### config.mk
export PLATFORM = sky130hd
export DESIGN_NAME = fp16_mul_stage
export DESIGN_NICKNAME = d
export VERILOG_FILES = /design/src/rtl/fp16_pkg.sv /design/src/rtl/fp16_mul_stage_umul11.sv /design/src/rtl/fp16_mul_stage.sv
export SDC_FILE = /design/constraint.sdc
export NUM_CORES = 1
export LEC_CHECK = 0
export CAP_MARGIN = 20
export CORE_ASPECT_RATIO = 0.75
export CORE_MARGIN = 5
export CORE_UTILIZATION = 35
export DETAILED_ROUTE_END_ITERATION = 7
export GPL_TIMING_DRIVEN = 0
export PLACE_DENSITY = 0.52
export SETUP_SLACK_MARGIN = 0.05
export SLEW_MARGIN = 10
export SYNTH_ARGS = -nofsm -noshare
export SYNTH_HDL_FRONTEND = slang
export SYNTH_HIERARCHICAL = 1
export SYNTH_SLANG_ARGS = --single-unit
### constraint.sdc
create_clock -name clk -period 8.2 [get_ports clk]
set_input_delay 0.82 -clock clk [delete_from_list [all_inputs] [get_ports clk]]
set_output_delay 0.82 -clock clk [all_outputs]
set_load 0.005 [all_outputs]
### src/rtl/fp16_pkg.sv
// Shared constants and types for the binary16 multiplier datapath.
// Operand classes and flag bit positions are used by the stage and by tests.
package fp16_pkg;

    localparam int BIAS    = 15;
    localparam int EXP_W   = 5;
    localparam int MAN_W   = 10;
    localparam int EXP_MAX = 31;

    typedef enum logic [1:0] {
        ZERO,
        NORM,
        INF,
        NAN
    } fp_class_t;

    // Bit positions inside flags = {nan, inf, zero, uflow}
    localparam int FLAG_NAN   = 3;
    localparam int FLAG_INF   = 2;
    localparam int FLAG_ZERO  = 1;
    localparam int FLAG_UFLOW = 0;

endpackage

### src/rtl/fp16_mul_stage_umul11.sv
// Unsigned combinational multiplier for hidden-bit significands.
// The result is full width, so no product bits are lost here.
module umul11 #(
    parameter int W = 11
) (
    input  logic [W-1:0]   x,
    input  logic [W-1:0]   y,
    output logic [2*W-1:0] p
);

    always_comb begin
        p = {{W{1'b0}}, x} * {{W{1'b0}}, y};
    end

endmodule

### src/rtl/fp16_mul_stage.sv
// Two-stage binary16 multiply front end: decode (A), then product, exponent and flags (B).
// The output is unnormalized; a downstream stage normalizes and rounds.
module fp16_mul_stage #(
    parameter int BIAS  = fp16_pkg::BIAS,
    parameter int EXP_W = fp16_pkg::EXP_W,
    parameter int MAN_W = fp16_pkg::MAN_W
) (
    input  logic                   clk,
    input  logic                   rst,
    input  logic                   in_valid,
    output logic                   in_ready,
    input  logic [EXP_W+MAN_W:0]   a,
    input  logic [EXP_W+MAN_W:0]   b,
    output logic                   out_valid,
    input  logic                   out_ready,
    output logic [EXP_W+MAN_W:0]   pi,
    output logic [2*MAN_W-1:0]     tm,
    output logic                   sticky,
    output logic [3:0]             flags
);
    import fp16_pkg::*;

    localparam int SIG_W  = MAN_W + 1;
    localparam int PROD_W = 2 * SIG_W;
    localparam int E_W    = EXP_W + 2;

    localparam logic [EXP_W-1:0]      EXP_ONES = '1;
    localparam logic signed [E_W-1:0] E_TOP    = E_W'((1 << EXP_W) - 2);
    localparam logic signed [E_W-1:0] E_ONE    = E_W'(1);
    localparam logic signed [E_W-1:0] E_BIAS   = E_W'(BIAS);

    // Handshake chain
    logic va, vb;
    logic rdy_a, rdy_b;

    assign rdy_b    = !vb || out_ready;
    assign rdy_a    = !va || rdy_b;
    assign in_ready = rdy_a;

    function automatic fp_class_t classify(input logic [EXP_W-1:0] e,
                                           input logic [MAN_W-1:0] f);
        if (e == '0)
            return ZERO;
        else if (e == EXP_ONES)
            return (f == '0) ? INF : NAN;
        else
            return NORM;
    endfunction

    // Stage A: decode
    logic             sign_a;
    logic [EXP_W-1:0] ea_a, eb_a;
    logic [SIG_W-1:0] ma_a, mb_a;
    fp_class_t        ca_a, cb_a;

    always_ff @(posedge clk or posedge rst) begin
        if (rst) begin
            va     <= 1'b0;
            sign_a <= 1'b0;
            ea_a   <= '0;
            eb_a   <= '0;
            ma_a   <= '0;
            mb_a   <= '0;
            ca_a   <= ZERO;
            cb_a   <= ZERO;
        end else if (rdy_a) begin
            va <= in_valid;
            if (in_valid) begin
                sign_a <= a[EXP_W+MAN_W] ^ b[EXP_W+MAN_W];
                ea_a   <= a[MAN_W +: EXP_W];
                eb_a   <= b[MAN_W +: EXP_W];
                // Subnormals decode as ZERO and carry no significand
                ma_a   <= (a[MAN_W +: EXP_W] != '0) ? {1'b1, a[MAN_W-1:0]} : '0;
                mb_a   <= (b[MAN_W +: EXP_W] != '0) ? {1'b1, b[MAN_W-1:0]} : '0;
                ca_a   <= classify(a[MAN_W +: EXP_W], a[MAN_W-1:0]);
                cb_a   <= classify(b[MAN_W +: EXP_W], b[MAN_W-1:0]);
            end
        end
    end

    // Stage B combinational: product, exponent, special-case override
    logic [PROD_W-1:0]     prod;
    logic signed [E_W-1:0] e_sum;
    logic                  is_nan, is_inf_op, is_zero_op;
    logic [EXP_W-1:0]      n_exp;
    logic [MAN_W-1:0]      n_frac;
    logic [2*MAN_W-1:0]    n_tm;
    logic                  n_sticky;
    logic [3:0]            n_flags;

    umul11 #(.W(SIG_W)) u_umul11 (
        .x (ma_a),
        .y (mb_a),
        .p (prod)
    );

    always_comb begin
        e_sum      = $signed({2'b00, ea_a}) + $signed({2'b00, eb_a}) - E_BIAS;
        is_nan     = (ca_a == NAN) || (cb_a == NAN) ||
                     (ca_a == INF && cb_a == ZERO) || (ca_a == ZERO && cb_a == INF);
        is_inf_op  = (ca_a == INF) || (cb_a == INF);
        is_zero_op = (ca_a == ZERO) || (cb_a == ZERO);

        n_flags  = '0;
        n_exp    = e_sum[EXP_W-1:0];
        n_tm     = prod[PROD_W-1:2];
        n_sticky = |prod[1:0];

        if (is_nan) begin
            n_flags[FLAG_NAN] = 1'b1;
            n_exp             = EXP_ONES;
            n_tm              = '0;
            n_sticky          = 1'b0;
        end else if (is_inf_op) begin
            n_flags[FLAG_INF] = 1'b1;
            n_exp             = EXP_ONES;
            n_tm              = '0;
            n_sticky          = 1'b0;
        end else if (is_zero_op) begin
            n_flags[FLAG_ZERO] = 1'b1;
            n_exp              = '0;
            n_tm               = '0;
            n_sticky           = 1'b0;
        end else if (e_sum > E_TOP) begin
            n_flags[FLAG_INF] = 1'b1;
            n_exp             = EXP_ONES;
            n_tm              = '0;
            n_sticky          = 1'b0;
        end else if (e_sum < E_ONE) begin
            n_flags[FLAG_UFLOW] = 1'b1;
            n_flags[FLAG_ZERO]  = 1'b1;
            n_exp               = '0;
            n_tm                = '0;
            n_sticky            = 1'b0;
        end

        // Fraction field mirrors tm below the two integer bits; quiet bit marks NaN
        n_frac = n_tm[2*MAN_W-3 -: MAN_W];
        if (is_nan)
            n_frac[MAN_W-1] = 1'b1;
    end

    // Stage B register: drives the outputs directly
    always_ff @(posedge clk or posedge rst) begin
        if (rst) begin
            vb     <= 1'b0;
            pi     <= '0;
            tm     <= '0;
            sticky <= 1'b0;
            flags  <= '0;
        end else if (rdy_b) begin
            vb <= va;
            if (va) begin
                pi     <= {sign_a, n_exp, n_frac};
                tm     <= n_tm;
                sticky <= n_sticky;
                flags  <= n_flags;
            end
        end
    end

    assign out_valid = vb;

endmodule

### Yosys cells after proc, flatten, opt, wreduce, memory -nomap -nowiden

Index checks and enable logic that the tools add are counted.

| operators by class | value |
|---|---|
| add/subtract/negate cells | 2 |
| multipliers | 1 |
| $lt $le $gt $ge | 2 |
| eq/ne operators | 6 |
| muxes and demuxes | 34 |
| bitwise logic cells | 1 |
| reductions and logical operators | 22 |

Operators with widths:

| cell | count |
|---|---|
| $mux 20 | 5 |
| $mux 5 | 5 |
| $mul 11x11->22 | 1 |
| $mux 11 | 2 |
| $logic_not 10->1 | 2 |
| $mux 1 | 14 |
| $mux 2 | 7 |
| $eq 5x5->1 const B | 2 |
| $logic_not 5->1 | 2 |
| $reduce_bool 5->1 | 2 |
| $eq 2x2->1 const B | 4 |
| $gt 7x6->1 const B | 1 |
| $logic_or 1x1->1 | 7 |
| $lt 7x2->1 const B | 1 |
| $sub 6x4->7 const B | 1 |
| $add 5x5->6 | 1 |
| $logic_not 2->1 | 2 |
| $reduce_and 2->1 | 2 |
| $mux 3 | 1 |
| $logic_and 1x1->1 | 2 |
| $logic_not 1->1 | 2 |
| $reduce_or 2->1 | 1 |
| $xor 1x1->1 | 1 |

| word-level totals | value |
|---|---|
| register bits after elaboration | 80 |
| input port bits | 36 |
| output and inout port bits | 43 |

### Longest topological paths before layout

| depth | value |
|---|---|
| depth after elaboration | 9 |
| depth in mapped cells | 23 |
| gate-level depth less buffers | 21 |

### Cells and area by module

Netlist, hierarchy kept.

Modules (own cells, without submodules):

| module | instances | cells an instance | area each (sq um) | seq. area each (sq um) |
|---|---|---|---|---|
| umul11 | 1 | 508 | 4,186.5 | 0.0 |
| fp16_mul_stage | 1 | 277 | 3,195.6 | 1,776.7 |

### Worst setup path after synthesis

No wires, ideal clock.

| timing | value |
|---|---|
| kind | reg2reg |
| start point | reg mb_a[2] |
| end point | reg pi[9] |
| setup time | 77 ps |
| arrival | 5,196 ps |
| data required time | 8,123 ps |
| path slack | 2,927 ps |
| stages on the path, launching flop included | 22 |
| clock period less this slack | 5,273 ps |
| cells stage by stage | dfrtp_1 > clkbuf_1 > nand2_1 > fa_1 > inv_1 > fa_1 > inv_1 > fa_1 > inv_1 > fa_1 > inv_1 > fa_1 > inv_1 > ha_1 > o21a_1 > o22ai_1 > o21ai_1 > a211oi_1 > xnor2_1 > nand2_1 > or4_1 > a21oi_1 |

| between the ends | value |
|---|---|
| cells in the longest elaborated chain, start to end | 7 |

RTL lines:

| item | RTL line | text |
|---|---|---|
| start, declared | fp16_mul_stage.sv:53 | `logic [SIG_W-1:0] ma_a, mb_a;` |
| start signal, assigned | fp16_mul_stage.sv:74 | `mb_a <= (b[MAN_W +: EXP_W] != '0) ? {1'b1, b[MAN_W-1:0]} : '0;` |
| $mul 11x11->22 | fp16_mul_stage_umul11.sv:12 | `p = {{W{1'b0}}, x} * {{W{1'b0}}, y};` |
| net prod[19] | fp16_mul_stage.sv:82 | `logic [PROD_W-1:0] prod;` |
| $mux 20 | fp16_mul_stage.sv:129 | `end else if (e_sum < E_ONE) begin` |
| $mux 20 | fp16_mul_stage.sv:124 | `end else if (e_sum > E_TOP) begin` |
| $mux 20 | fp16_mul_stage.sv:119 | `end else if (is_zero_op) begin` |
| $mux 20 | fp16_mul_stage.sv:114 | `end else if (is_inf_op) begin` |
| $mux 20 | fp16_mul_stage.sv:109 | `if (is_nan) begin` |
| $mux 1 | fp16_mul_stage.sv:139 | `if (is_nan)` |
| end signal, assigned | fp16_mul_stage.sv:154 | `pi <= {sign_a, n_exp, n_frac};` |
| end, declared | fp16_mul_stage.sv:16 | `output logic [EXP_W+MAN_W:0] pi,` |

The timed path passes the listed nets, and every way through them passes these cells.
A chain may end at the register's enable or synchronous reset.

### Worst setup path after layout

| timing | value |
|---|---|
| start point | reg mb_a[3] |
| end point | reg pi[9] |

The elaborated chain is that of the path after synthesis.

==> flow_summary.ini <==
[logic_synthesis]
synth_top_area_frac = 0.241
ys_seq_elements = 71
seq_area_frac_synth = 0.241
synth.distinct_cells = 57
yosysTopAreaCell = dfrtp_1
synthTopCellsByArea = dfrtp_1 24%, fa_1 22%, ha_1 12%, inv_1 6.2%, and2_1 5.4%
synth_edf_count = 0
yosys_warnings = 6
ys.flop_type = dfrtp_1
synth.cell_area_sq_um = 7380
async_reset_ff_frac = 1.00
synth_nets = 971
netlist_instances = 785
synth_area_per_cell_sq_um = 9.40

[placed_design]
portBuffers = 78
dpl.hpwl_mm = 15.0
gp_congestion = 0.834
place_inst = 1152
post-place-ws_ps = 2150

[clocking]
cts.sinks = 71
cts_buffers = 9
cts_root_buf = clkbuf_16
post_cts_resize_count = 0
clk_pin_slew_ps = 70
postCtsSetupRepairBufs = 0
cts_htree_levels = 3
clk_path_buf_depth = 2
clk_latency_ps = 340
cts_tree = built
cts_hold_buf = 0

[timing]
hold_viol_final = 0
post-route-period-util = 0.744
worst_slew_pin_slew_ps = 678
slew_viol_final = 0
rsz0062_at_grt = no
maxSlewHeadroom = 0.536
finalSetupViolations = 0
finalCriticalPeriod_ps = 6100
fin_tns_setup_ps = 0
fmax_ghz = 0.164
clock_skew_ps = 12.4
timing.final.ws_setup_ps = 2100

[floorplanning]
die_w_um = 178
dieArea_sq_um = 24100
initial_utilization = 0.352
ios = 79
core_sq_um = 21000
core.rowCount = 46
die_y_um = 136

[min_path]
min_from = flags[1]$_DFFE_PP0P_
whs_path_depth = 2
hold_path_class = reg -> reg
holdPathEnd = flags[1]$_DFFE_PP0P_

[critical_path]
reg2reg_depth = 21
timing.rr.start = mb_a[3]$_DFFE_PP0P_
critPathLaunchType = register
arrival_ps = 6360
crit_path_max_fanout = 10
r2r_slack_ps = 2100
endpoint_kind = register
reg2reg_to = pi[9]$_DFFE_PP0P_
critical_path_class = reg -> reg
worstPathRequired_ps = 8460

[power_and_ir_drop]
leakagePower_uw = 0.00426
peakVddDrop_mv = 0.260
pwr-share-comb = 0.726
internal_power_uw = 1710
seqPwrFrac = 0.147
power_switching_uw = 1520
clock_power_share = 0.126
p_sw_frac = 0.470
powerDensity_nw_per_um2 = 364

[global_route]
grt_pass1_wl_mm = 30.0
gr-usage-all-layers = 0.157
antenna_found_initial = 0
grt_max_degree = 61
grt_pass1_vias = 5664
grt_overflow = 0

[layout]
multiInputGateArea_sq_um = 4900
final_common_cell = inv_1
mostFrequentLayoutCells = 121 x inv_1, 91 x nand2_1, 81 x fa_1
nets = 1061
seq_area_sq_um = 1780
fillCellCount = 2129
fin_cells = 1168
area_growth_syn_to_layout_pct = 20.0
n_antenna_cell = 0
drive_above_1_share = 0.0591

[drt]
drc = 0
ant_nets = 0
first_pass_iters = 5
drtIter0Drc = 241
vias = 5549
vias_per_cell = 4.75
routed_wl_mm = 18.2
wl_per_cell_um = 15.6

[outcome]
status = completed

[run]
max-cap-violations = 0
[critical path: stages, from the launching register on]
cell      delay [ps]
dfrtp_1          460
clkbuf_1         460
nand2_1          150
fa_1             530
inv_1             50
fa_1             500
inv_1             50
fa_1             530
inv_1             50
fa_1             470
inv_1             50
fa_1             470
inv_1             50
ha_1             350
o21a_1           210
o22ai_1          270
o21ai_1          180
a211oi_1         320
xnor2_1          170
nand2_1           80
or4_1            440
a21oi_1          160
[cell families (layout without fill, tap and decap cells)]
kind of cell,count (synthesis),after routing,synth area share
AND/OR/NAND/NOR,239,239,0.165
buffers and inverters,171,266,0.0959
adder cells (fa/ha/maj),150,150,0.337
AO/OA/AOI/OAI,123,123,0.121
flip-flops,71,71,0.241
XOR/XNOR,21,21,0.0249
multiplexers,10,10,0.0153
[worst max path at each step]
stage,startpoint,to
6_report,mb_a[3]$_DFFE_PP0P_,pi[9]$_DFFE_PP0P_
3_3_place_gp,mb_a[3]$_DFFE_PP0P_,pi[9]$_DFFE_PP0P_
2_1_floorplan,mb_a[2]$_DFFE_PP0P_,pi[9]$_DFFE_PP0P_
3_5_place_dp,mb_a[2]$_DFFE_PP0P_,pi[9]$_DFFE_PP0P_
5_1_grt,mb_a[3]$_DFFE_PP0P_,pi[9]$_DFFE_PP0P_
4_1_cts,mb_a[3]$_DFFE_PP0P_,pi[9]$_DFFE_PP0P_
[power by group through the flow]
stage	clock network (uW)	logic, uW	registers (uW)
2_1_floorplan	0	1740	466
3_5_place_dp	0	2370	481
5_1_grt	430	2660	484
4_1_cts	421	2390	475
3_3_place_gp	0	2370	481
6_report	408	2340	475
[metrics by stage]
stage,cell area (sq um),util,hold WS (ps),power [uW]
after floorplan,7380,-,439,2210
after global placement,8520,0.407,466,2850
after detailed placement,8550,0.408,469,2850
after CTS,8860,0.423,485,3280
after global routing,8860,0.423,511,3580
final,8860,0.423,477,3220
[final cells by class]
cell class                      instances  share of cell area
Buffer                                 49              0.0282
Clock buffer                            9              0.0254
Clock inverter                          7             0.00918
Inverter                              122              0.0520
Multi-Input combinational cell        543               0.553
Sequential cell                        71               0.201
Tap cell                              288              0.0407
Timing Repair Buffer                   79              0.0912
[sequential cells by signal (all words and copies together), names as in the netlist]
| register | cells |
|---|---|
| ca_a | 2 |
| cb_a | 2 |
| ea_a | 5 |
| eb_a | 5 |
| flags | 4 |
| ma_a | 11 |
| mb_a | 11 |
| out_valid | 1 |
| pi | 16 |
| sign_a | 1 |
| sticky | 1 |
| tm | 11 |
| va | 1 |
[metal layers]
layer  vias up  part of all wire  global-route usage
li1       2738                 -                   -
met1      2657              0.53               0.245
met2       140              0.41               0.218
met3        14             0.058              0.0368
met4         0             0.011              0.0331
met5         -                 0                   0
[synth_stat cells (all sizes together) (6+ instances only)]
library cell,number
ha,69
clkbuf,32
nand2b,6
dfrtp,71
o21ai,24
xnor2,16
nor3,12
a22o,41
a21o,10
a21oi,21
buf,17
and2,65
nor2,23
mux2,10
nand3,12
nand2,92
fa,81
inv,122
No activity file was read; power rests on OpenSTA's default activity.
==> variant 1, RTL diff (config.mk and constraints unchanged) <==
Change the package constant `MAN_W` from 10 to 5.
--- a/src/rtl/fp16_pkg.sv
+++ b/src/rtl/fp16_pkg.sv
@@ -5,5 +5,5 @@
     localparam int BIAS    = 15;
     localparam int EXP_W   = 5;
-    localparam int MAN_W   = 10;
+    localparam int MAN_W   = 5;
     localparam int EXP_MAX = 31;
 
Interface: changed (resized a, b, pi and tm); port bits go from 79 to 54. The function was not compared with the original's and may differ.
==> variant 1 against the unedited design <==
Synthesized area decreased by 51%; cell area down 50%; worst setup slack improved by 2100 ps; maximum frequency up 51%; clock skew fell by 3.5 ps; sequential cell count shrank 20; routed wire length decreased by 55%; total power fell by 66%; die area fell by 49%; hold slack got worse by 9.4 ps; critical endpoint is now pi[4].
==> variant 1: results (changes against the unedited design) <==
| Metric | Value |
|---|---|
| Status | `finished, final reports clean` |
| Fmax | `248 MHz (+51%)` |
| Share of layout cells above drive strength 1 | `0.0449 (-0.0142)` |
| Syn Area/Cell | `9.92 µm² (+5.5%)` |
| DR vias/cell | `4.84 (+1.9%)` |
| RR Startpoint | `ma_a[2]` |
| Synth top area cells | `dfrtp_1, ha_1, fa_1, a22o_1, and2_1` |
| Initial DRC Count | `109 (-55%)` |
| Share of the synthesized area in the top cell type | `0.356 (+0.116)` |
| Clk_skew | `8.87 ps (-3.53 ps)` |
| Largest net degree at the start of global routing | `30 (-51%)` |
| TritonCTS buffer count | `5 (-4)` |
| Overall global routing resource usage | `0.135 (-0.0212)` |
| Vias in the first global route | `2595 (-54%)` |
| Multi-input logic area | `0.00210 mm² (-57%)` |
| Peak supply drop | `0.0938 mV (-64%)` |
| Syn_nets | `434 (-55%)` |
| Non-filler cells, final | `559 (-52%)` |
| Commonest cells in the netlist | `dfrtp_1, inv_1, and2_1, ha_1, nand2_1` |
| Place WS | `4170 ps (+2020 ps)` |
| Leakage | `2.06 nW (-52%)` |
| Most common flop cell mapped by yosys | `dfrtp_1` |
| Max stage delay on crit path | `570 ps (+40 ps)` |
| Max FFs per register | `11 (-5)` |
| NumNets Final | `495 (-53%)` |
| CTS H-tree depth | `2 (-1)` |
| Hold WS | `468 ps (-9.44 ps)` |
| Cell variety after synth | `49 (-14%)` |
| Sequential-to-total area share from yosys stat | `0.356 (+0.116)` |
| Inst Count DP | `551 (-52%)` |
| Worst-Margin Slew | `574 ps (-104 ps)` |
| CP Max Fanout | `7 (-3)` |
| Worst Hold Launch | `sign_a` |
| Wire length per cell | `14.5 µm (-7.0%)` |
==> variant 1: cell types whose count changed in the layout (fill, tap and decap cells not counted), moves of 20 or more <==
cell / delta
fa_1: -63
clkdlybuf4s50_1: -25
a22o_1: -20
dfrtp_1: -20
clkbuf_1: -24
and2_1: -35
ha_1: -40
nand2_1: -62
inv_1: -86
==> variant 1: worst paths after layout <==
kind	cells past startpoint	endpoint
hold reg to reg	2	pi[10]
hold / removal	2	pi[10]
max in group asynchronous	3	mb_a[5]
min in group asynchronous	2	va
setup reg to reg	13	pi[4]
setup / recovery	13	pi[4]
==> variant 1: logic make-up after synthesis <==
group                    count (synthesis)  share of synthesized area
flip-flops                              51                      0.356
buffers and inverters                   49                     0.0576
adder cells (fa/ha/maj)                 47                      0.202
XOR/XNOR                                11                     0.0269
AND/OR/NAND/NOR                        118                      0.178
multiplexers                            12                     0.0370
AO/OA/AOI/OAI                           73                      0.142
==> variant 1: worst reg2reg max path, cell delays in order, from the launching register on <==
cell and delay (ps):
dfrtp_1 470, and2_1 220, fa_1 470, ha_1 350, fa_1 570, inv_1 60, fa_1 450, nand2b_1 170
a21oi_1 270, a31oi_1 150, xnor2_1 220, and3_1 190, nand3_1 120, a41oi_1 240
==> variant 1: layout make-up <==
class,count,area share
plain buffers,13,0.0160
clock buffers,8,0.0351
inverters,36,0.0303
multi-input cells,261,0.471
flip-flops and latches,51,0.286
well taps,136,0.0382
repair buffers,54,0.123
==> variant 1: per-layer routing <==
metal  global-route usage  routed length [µm]
met4               0.0322                  67
met3               0.0297                 437
met1                0.224                4590
met2                0.172                3010
met5                    0                   0
==> variant 1: report_power, final <==
group / switching, mW / internal [mW]
combinational: 0.268 / 0.263
clock: 0.0902 / 0.130
sequential: 0.0425 / 0.301
total: 0.401 / 0.695
==> variant 2, RTL diff (config.mk and constraints unchanged) <==
Without the edit above. Put one more register stage on the output `flags`, with the module's reset. The value now appears one clock later. The other outputs are not delayed to match.
--- a/src/rtl/fp16_mul_stage.sv
+++ b/src/rtl/fp16_mul_stage.sv
@@ -29,4 +29,6 @@
     localparam logic signed [E_W-1:0] E_ONE    = E_W'(1);
     localparam logic signed [E_W-1:0] E_BIAS   = E_W'(BIAS);
+
+    logic [3:0] flags_s0;
 
     // Handshake chain
@@ -148,5 +150,5 @@
             tm     <= '0;
             sticky <= 1'b0;
-            flags  <= '0;
+            flags_s0 <= '0;
         end else if (rdy_b) begin
             vb <= va;
@@ -155,5 +157,5 @@
                 tm     <= n_tm;
                 sticky <= n_sticky;
-                flags  <= n_flags;
+                flags_s0 <= n_flags;
             end
         end
@@ -162,4 +164,12 @@
     assign out_valid = vb;
 
+    always_ff @(posedge clk or posedge rst) begin
+        if (rst) begin
+            flags <= '0;
+        end else begin
+            flags <= flags_s0;
+        end
+    end
+
 endmodule
 
Behaviour: not the same (Yosys sat finds a counterexample within 4 cycles, from zero or initial values and one cycle with rst high).
==> variant 2 against the unedited design <==
Clock skew fell by 1.1 ps; routed wire length is 1.6% higher; cell area grew 0.58%; total power decreased by 3.4%; largest power group unchanged; non-clock buffer count is 2 lower; worst setup slack improved by 300 ps; sequential cell count grew 4; core utilization is 0.13 points higher; synthesized area grew 0.81%; via count grew 1.6%; final cell count is 0.43% lower; first-iteration DRC count shrank 4.6%.
==> variant 2: results (changes against the unedited design) <==
| Metric | Value |
|---|---|
| Initial DRC Count | `230 (-4.6%)` |
| Metal-1 WL | `9960 µm (+3.9%)` |
| Share of layout cells above drive strength 1 | `0.0675 (+0.00841)` |
| Total Wirelength | `18500 µm (+1.6%)` |
| Buffers, non-clock | `126 (-1.6%)` |
| GR Util met3 | `0.0272 (-0.00959)` |
| Vias in the first global route | `5744 (+1.4%)` |
| NumNets Final | `1055 (-0.57%)` |
| Syn Area/Cell | `9.55 µm² (+1.6%)` |
| Via count | `5636 (+1.6%)` |
| Metal3 WL | `650 µm (-38%)` |
| First-pass GRT wire length | `30800 µm (+2.7%)` |
| Grt met1 use | `0.259 (+0.0142)` |
| Synth top area cells | `dfrtp_1, fa_1, ha_1, inv_1, and2_1` |
| Commonest cells in the netlist | `inv_1, nand2_1, fa_1, dfrtp_1, ha_1` |
| CLK BUF | `9 (unchanged)` |
| Largest net degree at the start of global routing | `62 (+1.6%)` |
| R2R cell count | `21 (unchanged)` |
| Hold WS | `383 ps (-93.7 ps)` |
| WHS Endpoint | `flags[0]` |
| Overall global routing resource usage | `0.161 (+0.00454)` |
| Non-filler cells, final | `1163 (-0.43%)` |
| Relative slew slack | `0.568 (+0.0316)` |
| DP Wirelength | `15200 µm (+1.6%)` |
| Non-clock buffer share of cell area | `0.117 (-0.00265)` |
| Clk_skew | `11.3 ps (-1.09 ps)` |
| Syn_nets | `965 (-0.62%)` |
| Reg2reg setup slack | `2400 ps (+300 ps)` |
| Final Wtd Congestion | `0.835 (+0.11%)` |
| Final Hold Fails | `0 (unchanged)` |
| Xor-xnor portion of the synthesized cell area | `0.0259 (+0.000976)` |
| Max FFs per register | `16 (unchanged)` |
| Seq cells post-synth | `75 (+5.6%)` |
| Tightest Hold Check Type | `flop to flop` |
| Crit path DAT | `6070 ps (-290 ps)` |
| Fraction of standard cell area in multi-input logic | `0.548 (-0.00487)` |
| Post-DP Area | `0.00861 mm² (+0.70%)` |
| Hold depth | `0 (-2)` |
| Antenna diodes | `1 (+1)` |
| Multi-input gates | `537 (-1.1%)` |
| Invs w/o clock | `120 (-1.6%)` |
| Worst Hold Launch | `flags_s0[0]` |
| M2 GR Usage | `0.229 (+0.0103)` |
| Adder-cell share of the synthesized area | `0.334 (-0.00272)` |
| Complex-gate fraction of the synthesized area | `0.120 (-0.00115)` |
| Mux share of post-synthesis cell area | `0.0178 (+0.00257)` |
| Register Area | `0.00188 mm² (+5.6%)` |
| Filler cells | `2106 (-1.1%)` |
| ClkCell Share | `0.0331 (-0.00146)` |
| Leakage | `4.26 nW (about the same)` |
| Post-layout min period | `5800 ps (-299 ps)` |
| Status | `finished, final reports clean` |
| Design Area, Final | `0.00891 mm² (+0.58%)` |
| DR WL met2 | `7790 µm (+5.5%)` |
| Inst Count DP | `1146 (-0.52%)` |
| Sequential-to-total area share from yosys stat | `0.252 (+0.0115)` |
| Clock root buffer | `clkbuf_16` |
| Place WS | `2460 ps (+306 ps)` |
| CP Max Fanout | `10 (unchanged)` |
| Net Sw Power | `1.49 mW (-2.0%)` |
-- variant 2: changes by cell type in the layout (fill, tap and decap cells not counted), sizes merged, moves of 3 or more --
cell     delta
nor2        +6
nor4b       +3
nand2       -4
a21oi       +6
a2111oi     -3
o21ai       -3
nor3        -4
dfrtp       +4
-- variant 2: power groups by stage --
stage               combinational (mW)  sequential, mW  clock [mW]
finish                            2.23           0.498       0.389
CTS                               2.26           0.499       0.402
global placement                  2.24           0.503           0
detailed placement                2.24           0.504           0
global route                      2.52           0.508       0.416
floorplan                         1.62           0.489           0
-- variant 2: worst max-delay path, stage by stage (launching register included) --
cell	delay [ps]
dfrtp_1	510
clkbuf_1	480
nand2_1	150
fa_1	530
inv_1	50
fa_1	510
inv_1	60
fa_1	530
inv_1	50
fa_1	470
inv_1	50
fa_1	480
inv_1	40
ha_1	190
a21oi_1	270
nor4b_4	370
nor3_1	140
a211oi_2	240
xnor2_1	200
nand3_1	110
nor3_1	150
o22a_1	140
